$ cat src/rtl/alu_sequencer.sv
// alu_sequencer: keypad-driven ALU sequencer. A synchronized rising edge on
// FINISH launches one calculation (IDLE -> LOAD -> EXEC -> DONE). MUL and DIV
// iterate one bit per EXEC cycle; all other ops finish in a single EXEC cycle.
module alu_sequencer #(
    parameter int unsigned OPW = 16
) (
    input  logic                 CLK,
    input  logic                 RESET,
    input  logic [OPW-1:0]       SRC,
    input  logic [OPW-1:0]       DST,
    input  logic [2:0]           ALU_OP,
    input  logic                 FINISH,
    output logic [2*OPW-1:0]     RESULT,
    output logic                 VALID,
    output logic                 BUSY,
    output logic                 NEG,
    output logic                 ERR
);

    localparam int unsigned RW = 2 * OPW;
    localparam int unsigned CW = (OPW > 1) ? $clog2(OPW) : 1;

    localparam logic [2:0] OP_PASS = 3'd0;
    localparam logic [2:0] OP_ADD  = 3'd1;
    localparam logic [2:0] OP_SUB  = 3'd2;
    localparam logic [2:0] OP_MUL  = 3'd3;
    localparam logic [2:0] OP_DIV  = 3'd4;
    localparam logic [2:0] OP_AND  = 3'd5;
    localparam logic [2:0] OP_OR   = 3'd6;
    localparam logic [2:0] OP_XOR  = 3'd7;

    typedef enum logic [1:0] {
        S_IDLE = 2'd0,
        S_LOAD = 2'd1,
        S_EXEC = 2'd2,
        S_DONE = 2'd3
    } state_t;

    state_t r_state;
    state_t w_state_next;

    // FINISH synchronizer, edge flop and post-reset fill tracker
    logic          r_sync1;
    logic          r_sync2;
    logic          r_edge;
    logic [2:0]    r_fill;
    logic          w_start;

    // Captured operands and iteration counter
    logic [OPW-1:0] r_a;
    logic [OPW-1:0] r_b;
    logic [2:0]     r_op;
    logic [CW-1:0]  r_cnt;

    // Shift-add multiplier working registers
    logic [RW-1:0]  r_prod;
    logic [RW-1:0]  r_mcand;
    logic [OPW-1:0] r_mplier;

    // Restoring divider working registers
    logic [OPW-1:0] r_rem;
    logic [OPW-1:0] r_quo;

    // Output registers
    logic [RW-1:0]  r_result;
    logic           r_valid;
    logic           r_busy;
    logic           r_neg;
    logic           r_err;

    // Datapath combinational terms
    logic           w_is_iter;
    logic [RW-1:0]  w_mul_prod_next;
    logic [OPW:0]   w_div_shift;
    logic [OPW:0]   w_div_diff;
    logic           w_div_qbit;
    logic [OPW-1:0] w_div_rem_next;
    logic [OPW-1:0] w_div_quo_next;
    logic [OPW-1:0] w_sub_ab;
    logic [OPW-1:0] w_sub_ba;
    logic [RW-1:0]  w_result_next;
    logic           w_neg_next;
    logic           w_err_next;

    // Edge detect is only trusted once sync and edge flops hold real FINISH
    // samples, so a level already high at reset release never looks like a rise.
    assign w_start = r_sync2 & ~r_edge & r_fill[2];

    // Synchronize FINISH and track pipeline fill after reset
    always_ff @(posedge CLK or negedge RESET) begin
        if (!RESET) begin
            r_sync1 <= 1'b0;
            r_sync2 <= 1'b0;
            r_edge  <= 1'b0;
            r_fill  <= 3'b000;
        end else begin
            r_sync1 <= FINISH;
            r_sync2 <= r_sync1;
            r_edge  <= r_sync2;
            r_fill  <= {r_fill[1:0], 1'b1};
        end
    end

    assign w_is_iter = (r_op == OP_MUL) || (r_op == OP_DIV);

    // Sequencer state register
    always_ff @(posedge CLK or negedge RESET) begin
        if (!RESET) begin
            r_state <= S_IDLE;
        end else begin
            r_state <= w_state_next;
        end
    end

    // Next-state logic; START outside IDLE is simply ignored
    always_comb begin
        w_state_next = r_state;
        case (r_state)
            S_IDLE: begin
                if (w_start) begin
                    w_state_next = S_LOAD;
                end
            end
            S_LOAD: begin
                w_state_next = S_EXEC;
            end
            S_EXEC: begin
                if (!w_is_iter || (r_cnt == '0)) begin
                    w_state_next = S_DONE;
                end
            end
            S_DONE: begin
                w_state_next = S_IDLE;
            end
            default: begin
                w_state_next = S_IDLE;
            end
        endcase
    end

    // One shift-add and one restoring-division step per EXEC cycle
    assign w_mul_prod_next = r_prod + (r_mplier[0] ? r_mcand : '0);
    assign w_div_shift     = {r_rem, r_quo[OPW-1]};
    assign w_div_diff      = w_div_shift - {1'b0, r_b};
    assign w_div_qbit      = ~w_div_diff[OPW];
    assign w_div_rem_next  = w_div_qbit ? w_div_diff[OPW-1:0] : w_div_shift[OPW-1:0];
    assign w_div_quo_next  = {r_quo[OPW-2:0], w_div_qbit};
    assign w_sub_ab        = r_a - r_b;
    assign w_sub_ba        = r_b - r_a;

    // Capture operands in LOAD, iterate MUL/DIV in EXEC
    always_ff @(posedge CLK or negedge RESET) begin
        if (!RESET) begin
            r_a      <= '0;
            r_b      <= '0;
            r_op     <= '0;
            r_cnt    <= '0;
            r_prod   <= '0;
            r_mcand  <= '0;
            r_mplier <= '0;
            r_rem    <= '0;
            r_quo    <= '0;
        end else begin
            if (r_state == S_LOAD) begin
                r_a      <= SRC;
                r_b      <= DST;
                r_op     <= ALU_OP;
                r_cnt    <= CW'(OPW - 1);
                r_prod   <= '0;
                r_mcand  <= RW'(SRC);
                r_mplier <= DST;
                r_rem    <= '0;
                r_quo    <= SRC;
            end else if ((r_state == S_EXEC) && w_is_iter) begin
                if (r_cnt != '0) begin
                    r_cnt <= r_cnt - CW'(1);
                end
                if (r_op == OP_MUL) begin
                    r_prod   <= w_mul_prod_next;
                    r_mcand  <= r_mcand << 1;
                    r_mplier <= r_mplier >> 1;
                end else begin
                    r_rem <= w_div_rem_next;
                    r_quo <= w_div_quo_next;
                end
            end
        end
    end

    // Final result selection, evaluated on the last EXEC cycle
    always_comb begin
        w_result_next = '0;
        w_neg_next    = 1'b0;
        w_err_next    = 1'b0;
        case (r_op)
            OP_PASS: w_result_next = RW'(r_a);
            OP_ADD:  w_result_next = RW'(r_a) + RW'(r_b);
            OP_SUB: begin
                if (r_a >= r_b) begin
                    w_result_next = RW'(w_sub_ab);
                end else begin
                    w_result_next = RW'(w_sub_ba);
                    w_neg_next    = 1'b1;
                end
            end
            OP_MUL:  w_result_next = w_mul_prod_next;
            OP_DIV: begin
                if (r_b == '0) begin
                    w_err_next = 1'b1;
                end else begin
                    w_result_next = {w_div_rem_next, w_div_quo_next};
                end
            end
            OP_AND:  w_result_next = RW'(r_a & r_b);
            OP_OR:   w_result_next = RW'(r_a | r_b);
            OP_XOR:  w_result_next = RW'(r_a ^ r_b);
            default: w_result_next = '0;
        endcase
    end

    // Registered outputs, timed so they are valid during the DONE cycle
    always_ff @(posedge CLK or negedge RESET) begin
        if (!RESET) begin
            r_result <= '0;
            r_valid  <= 1'b0;
            r_busy   <= 1'b0;
            r_neg    <= 1'b0;
            r_err    <= 1'b0;
        end else begin
            r_busy  <= (w_state_next != S_IDLE);
            r_valid <= (w_state_next == S_DONE);
            if (w_state_next == S_DONE) begin
                r_result <= w_result_next;
                r_neg    <= w_neg_next;
                r_err    <= w_err_next;
            end
        end
    end

    assign RESULT = r_result;
    assign VALID  = r_valid;
    assign BUSY   = r_busy;
    assign NEG    = r_neg;
    assign ERR    = r_err;

endmodule

$ cat config.mk
export PLATFORM = sky130hd
export DESIGN_NAME = alu_sequencer
export DESIGN_NICKNAME = d
export VERILOG_FILES = /design/src/rtl/alu_sequencer.sv
export SDC_FILE = /design/constraint.sdc
export NUM_CORES = 1
export LEC_CHECK = 0
export CAP_MARGIN = 20
export CORE_MARGIN = 2
export CORE_UTILIZATION = 55
export CTS_CLUSTER_DIAMETER = 200
export DETAILED_ROUTE_END_ITERATION = 7
export HOLD_SLACK_MARGIN = 0.05
export PLACE_DENSITY = 0.74
export SYNTH_ARGS = -nofsm -noshare
export SYNTH_HDL_FRONTEND = slang
export SYNTH_SLANG_ARGS = --single-unit
$ cat constraint.sdc
create_clock -name CLK -period 3.4 [get_ports CLK]
set_clock_uncertainty 0.05 [all_clocks]
set_input_delay 0.68 -clock CLK [delete_from_list [all_inputs] [get_ports CLK]]
set_output_delay 0.68 -clock CLK [all_outputs]
set_load 0.05 [all_outputs]
; ---- Word-level counts from Yosys, hierarchy flattened
; Index checks and enable logic that the tools add are counted.
[word_totals]
ff_bits = 195
input_bits = 38
out_inout_bits = 36
wordCells = 91
[op_classes]
add_sub_neg = 6
n_lt_le_gt_ge = 1
n_eq_ne = 12
n_mux = 30
bitwise_logic = 7
n_reduce_logical = 16
[ops]
columns = cell, n
row1 = $mux 32, 8
row2 = $pmux 32 s8, 1
row3 = $mux 16, 11
row4 = $add 32x32->32, 1
row5 = $sub 16x16->16, 2
row6 = $add 16x16->17, 1
row7 = $sub 17x16->17, 1
row8 = $and 16x16->16, 1
row9 = $ge 16x16->1, 1
row10 = $logic_not 16->1, 1
row11 = $or 16x16->16, 1
row12 = $xor 16x16->16, 1
row13 = $eq 3x3->1 const B, 4
row14 = $mux 4, 3
row15 = $pmux 2 s4, 1
row16 = $reduce_bool 2->1, 4
row17 = $eq 2x2->1 const B, 3
row18 = $eq 3x2->1 const B, 2
row19 = $reduce_and 2->1, 3
row20 = $logic_not 4->1, 1
row21 = $mux 1, 4
row22 = $mux 2, 2
row23 = $reduce_bool 4->1, 1
row24 = $sub 4x1->4 const B, 1
row25 = other kinds (10), 13

; ---- Longest topological paths before layout
[logic_depth]
word_depth = 7
mapped_depth = 15

; ---- Least setup slack after synthesis
; Ideal clock, no wire load.
[synth_path]
path_type = register to register
start = register r_mplier[0]
end = register r_result[22] (netlist: RESULT[22])
setup_time_ps = 126
arrival_time_ps = 2961
required_ps = 3224
path_slack_ps = 263
stages_incl_launch_ff = 14
n_path_buf = 1
path_cell_list = dfrtp_1 -> clkbuf_1 -> and2_1 -> ha_1 -> fa_1 -> a211o_1 -> a21oi_1 -> o22a_1 -> o21a_1 -> a21oi_1 -> o21a_1 -> nor2_1 -> xnor2_1 -> a221o_1
[synth_via]
elab_chain_len = 3
[synth_lines]
columns = item, line_no
row1 = start: declaration, 58  ; logic [OPW-1:0] r_mplier;
row2 = start signal: assignment, 181  ; r_mplier <= r_mplier >> 1;
row3 = $mux 32, 142  ; assign w_mul_prod_next = r_prod + (r_mplier[0] ? r_mcand : '0);
row4 = $add 32x32->32, 142
row5 = $pmux 32 s8, 195  ; case (r_op)
row6 = end signal: assignment, 233  ; r_result <= w_result_next;
row7 = end: declaration, 65  ; logic [RW-1:0] r_result;
; No other way between the ends.
; A chain may end at the register's enable or synchronous reset.

; ---- Worst setup path in the final report
[layout_path]
start = register r_quo[15]
end = register r_result[22] (netlist: RESULT[22])
[layout_via]
elab_chain_len = 4
[layout_lines]
columns = item, line_no
row1 = start: declaration, 62  ; logic [OPW-1:0] r_quo;
row2 = start signal: assignment, 184  ; r_quo <= w_div_quo_next;
row3 = $sub 17x16->17, 144  ; assign w_div_diff = w_div_shift - {1'b0, r_b};
row4 = $mux 16, 146  ; assign w_div_rem_next = w_div_qbit ? w_div_diff[OPW-1:0] : w_div_shift[OPW-1:0];
row5 = $mux 32, 208  ; if (r_b == '0) begin
row6 = $pmux 32 s8, 195
; No other way between the ends.

==> results.toml <==
[logic_synthesis]
synth-main-ff-cell = "sky130_fd_sc_hd__dfrtp_1"
synthesis.nets = 1808
synth-seq-area-share = 0.351
syn_area_per_cell_um2 = 8.45
yosysWarnings = 0
postSynth.asyncResetShare = 1.00
postSynthRegisterBits = 195
netlist.top_cell.by_area = "sky130_fd_sc_hd__dfrtp_1"
netlist_top_cells_count = "231 x sky130_fd_sc_hd__nand2_1, 195 x sky130_fd_sc_hd__dfrtp_1, 135 x sky130_fd_sc_hd__o21ai_0"
top_count_cell_post_synth = "sky130_fd_sc_hd__nand2_1"
synth_enable_flop_cells = 0
synth.distinct_cells = 74
ys_top_cells_by_area = "sky130_fd_sc_hd__dfrtp_1 35%, sky130_fd_sc_hd__ha_1 11%, sky130_fd_sc_hd__nand2_1 6.2%, sky130_fd_sc_hd__o21ai_0 4.9%, sky130_fd_sc_hd__a21oi_1 4.8%"
synth_top_cell_area_share = 0.351
netlist_area_mm2 = 0.0139
synthesis.instances = 1647

[global_routing]
grt_max_degree = 136
antenna_violations_before_repair = 0
vias_in_the_first_global_route = 12700
grt_overflow_total = 0
grt_pass1_wl_mm = 72.3
grt_use_total = 0.357

[sta]
worst_hold_slack_ns = 0.0962
setup_viol_count_final = 0
max_clock_freq_mhz = 298
worst-slew-pin-transition_ns = 0.861
min_period_ns = 3.35
timing.final.max_slew_violations = 0
final_critical_path_setup_slack_ns = 0.0453
timing.final.crit_share = 0.987
max-slew-margin-rel = 0.425
timing_hold_violations_final = 0

[detailed_routing]
route.antenna.remaining_nets = 0
route.detailed.wl_per_inst_um = 22.8
firstDrtPassIters = 7
route.vias.total = 13100
post_detailed_route_drc_marker_count = 0
route.detailed.vias_per_inst = 6.32
dr.first_iter.drc_count = 1349
postRouteWirelength_mm = 47.3

[cts]
clock_network_latency_to_the_later_pin_of_the_worst_skew_pair_ns = 0.46
clk_root_buffer_cell = "sky130_fd_sc_hd__clkbuf_16"
cts_made_buffers = 17
cts-htree-levels = 4
clock-sinks = 195
path_clk_slew_ns = 0.10
clock_tree_from_tritoncts = "built"
clock_tree.buffer_depth = 2

[floorplan]
placeableCoreArea_mm2 = 0.0250
std_cell_rows = 58
die_area_mm2 = 0.0266
initial_utilization = 0.556
boundaryPins = 74
die_w_um = 163
die_h_um = 163

[finish]
n_antenna_cell = 0
final_nets = 1896
filler_cell_count = 2139
seqCellArea_mm2 = 0.00488
multiInputGateArea_mm2 = 0.00848
areaGrowthSynthToFinish_pct = 16.6
final_cell_area_mm2 = 0.0162
layout-drive-gt1-share = 0.105
fin_util = 0.648

[setup_path]
cp_startpoint_kind = "flip-flop"
worstSetupPathDepth = 13
worst_r2r_endpoint = "RESULT[22]"
crit_path_end_kind = "flip-flop"
worst_ep_arrival_time_ns = 3.64
endpoint_of_the_most_critical_setup_path = "RESULT[22]"
setup.worst_path.class = "flip-flop to flip-flop"
r2r-start = "r_quo[15]"
worst-path-max-fanout = 10
cp.required_ns = 3.69
regToRegSetupSlack_ns = 0.05
worst_path_dominant_cell_family = "compound AO/OA/AOI/OAI gates"
critPathMaxStageDelay_ns = 0.41
ff2ff_path_depth = 13
path_buf_inv = 2
worst_path_max_delay_cell = "sky130_fd_sc_hd__dfrtp_1"
cell_breakdown_of_the_critical_path = "inv_1 -> ha_1 -> fa_2 -> nor2b_2 -> o31a_1 -> o41ai_4 -> a311oi_2 -> a41o_1 -> xor2_4 -> buf_12 -> mux2i_1 -> nor2_1 -> a221o_1"
critPathLaunch = "r_quo[15]"

[power]
power_leakage_nw = 7.42
power_density_mw_per_mm2 = 1170
internal_power_w = 0.00917
combinationalPowerShare = 0.678
power.share.switching = 0.517
pwr-share-seq = 0.207
total_power_w = 0.0190
vdd_ir_drop_max_v = 0.000691
p_sw_w = 0.00983
share_clk_of_total_power = 0.115

[min_path]
worst_hold_path_type = "input pin to asynchronous set/reset pin"

[placement]
place_congestion = 0.955
detailedPlace.worstSlack_ns = 0.0284
place.detailed.hpwl_mm = 35.2
postPlaceCellArea_mm2 = 0.0155
port_buffers = 73

[job]
max-cap-violations = 0

[run_status]
run_status = "complete, no violations"
-- power groups by stage --
stage	logic (W)	clock network (W)	registers, W
3_3_place_gp	0.0123	0	0.00390
4_1_cts	0.0125	0.00219	0.00389
6_report	0.0129	0.00219	0.00392
5_1_grt	0.0139	0.00228	0.00399
2_1_floorplan	0.00758	0	0.00424
3_5_place_dp	0.0124	0	0.00391
-- worst min-delay path by stage --
stage | start | end | slack (ns) | cells after the start
finish | RESET | r_a[10] | 0.1 | 1
global route | RESET | VALID | 0.12 | 1
CTS | RESET | VALID | 0.11 | 1
detailed placement | r_fill[1] | r_fill[2] | 0.28 | 0
global placement | r_fill[1] | r_fill[2] | 0.28 | 0
floorplan | r_fill[0] | r_fill[1] | 0.28 | 0
-- sequential cells by signal (all words and copies together), names as in the netlist, 2 cells and up --
| signal | count |
|---|---|
| r_b | 16 |
| r_mcand | 32 |
| r_prod | 32 |
| r_mplier | 16 |
| r_quo | 16 |
| r_rem | 16 |
| r_state | 2 |
| RESULT | 32 |
| r_op | 3 |
| r_fill | 3 |
| r_cnt | 4 |
| r_a | 16 |
-- kinds of logic after synthesis --
family | Yosys count | synth area share
AND/OR/NAND/NOR | 528 | 0.173
other | 1 | 0.000270
buffers and inverters | 175 | 0.0494
flip-flops | 195 | 0.351
multiplexers | 60 | 0.0447
adder cells (fa/ha/maj) | 124 | 0.114
AO/OA/AOI/OAI | 509 | 0.233
XOR/XNOR | 55 | 0.0346
-- area by class of cell --
cell class              instances  share of cell area
clock buffers                  17              0.0262
flip-flops and latches        195               0.301
multi-input cells            1277               0.522
repair buffers                172              0.0960
well taps                     330              0.0254
clock inverters                15              0.0122
inverters                      72              0.0167
-- cells in the final DEF, fill, tap and decap left out, drive strengths merged, types with 8 or more instances in the layout --
cell type / synthesis / final
a211oi: 17 / 17
xnor2: 38 / 38
or2: 8 / 8
o31ai: 14 / 14
o211ai: 10 / 10
dfrtp: 195 / 195
mux2i: 49 / 49
and3: 12 / 12
ha: 118 / 118
nand3: 25 / 25
nand4: 9 / 9
nor4: 12 / 12
xor2: 17 / 17
a31oi: 42 / 42
inv: 70 / 78
o21ai: 137 / 137
a22o: 12 / 12
nor2: 116 / 116
clkbuf: 81 / 19
o21a: 15 / 15
a21oi: 133 / 133
clkdlybuf4s50: 0 / 72
nand2: 231 / 231
clkinv: 2 / 8
a21o: 23 / 23
mux2: 11 / 11
a22oi: 15 / 15
buf: 22 / 98
a221oi: 18 / 18
nor2b: 10 / 10
nand2b: 16 / 16
and2: 40 / 40
o221ai: 10 / 10
nor3: 23 / 23
-- metrics by stage --
step | setup TNS, ns | std cells
6_report | 0 | 2078
5_1_grt | -0.227 | 2078
4_1_cts | 0 | 2075
3_5_place_dp | 0 | 2043
3_3_place_gp | 0 | 2043
2_1_floorplan | 0 | 1647
-- worst reg2reg max path, delay by kind of cell, from the launching register on --
kind,cells,cell delay (ns)
adder cells (fa/ha/maj),2,0.60
XOR/XNOR,1,0.25
buffers and inverters,2,0.28
flip-flops,1,0.41
AND/OR/NAND/NOR,2,0.20
AO/OA/AOI/OAI,5,1.20
multiplexers,1,0.25
-- metal layers --
layer / share of wire / GRT usage
met1: 0.43 / 0.480
met2: 0.47 / 0.585
met3: 0.063 / 0.0515
met4: 0.043 / 0.134
met5: 0 / 0
-- what timing repair did --
item	CTS	global route
setup endpoints to repair	0	47
setup buffers	0	2
hold endpoints to repair	0	0
gates resized for setup	0	29
hold buffers	0	0
Power figures use the tool's default switching activity.
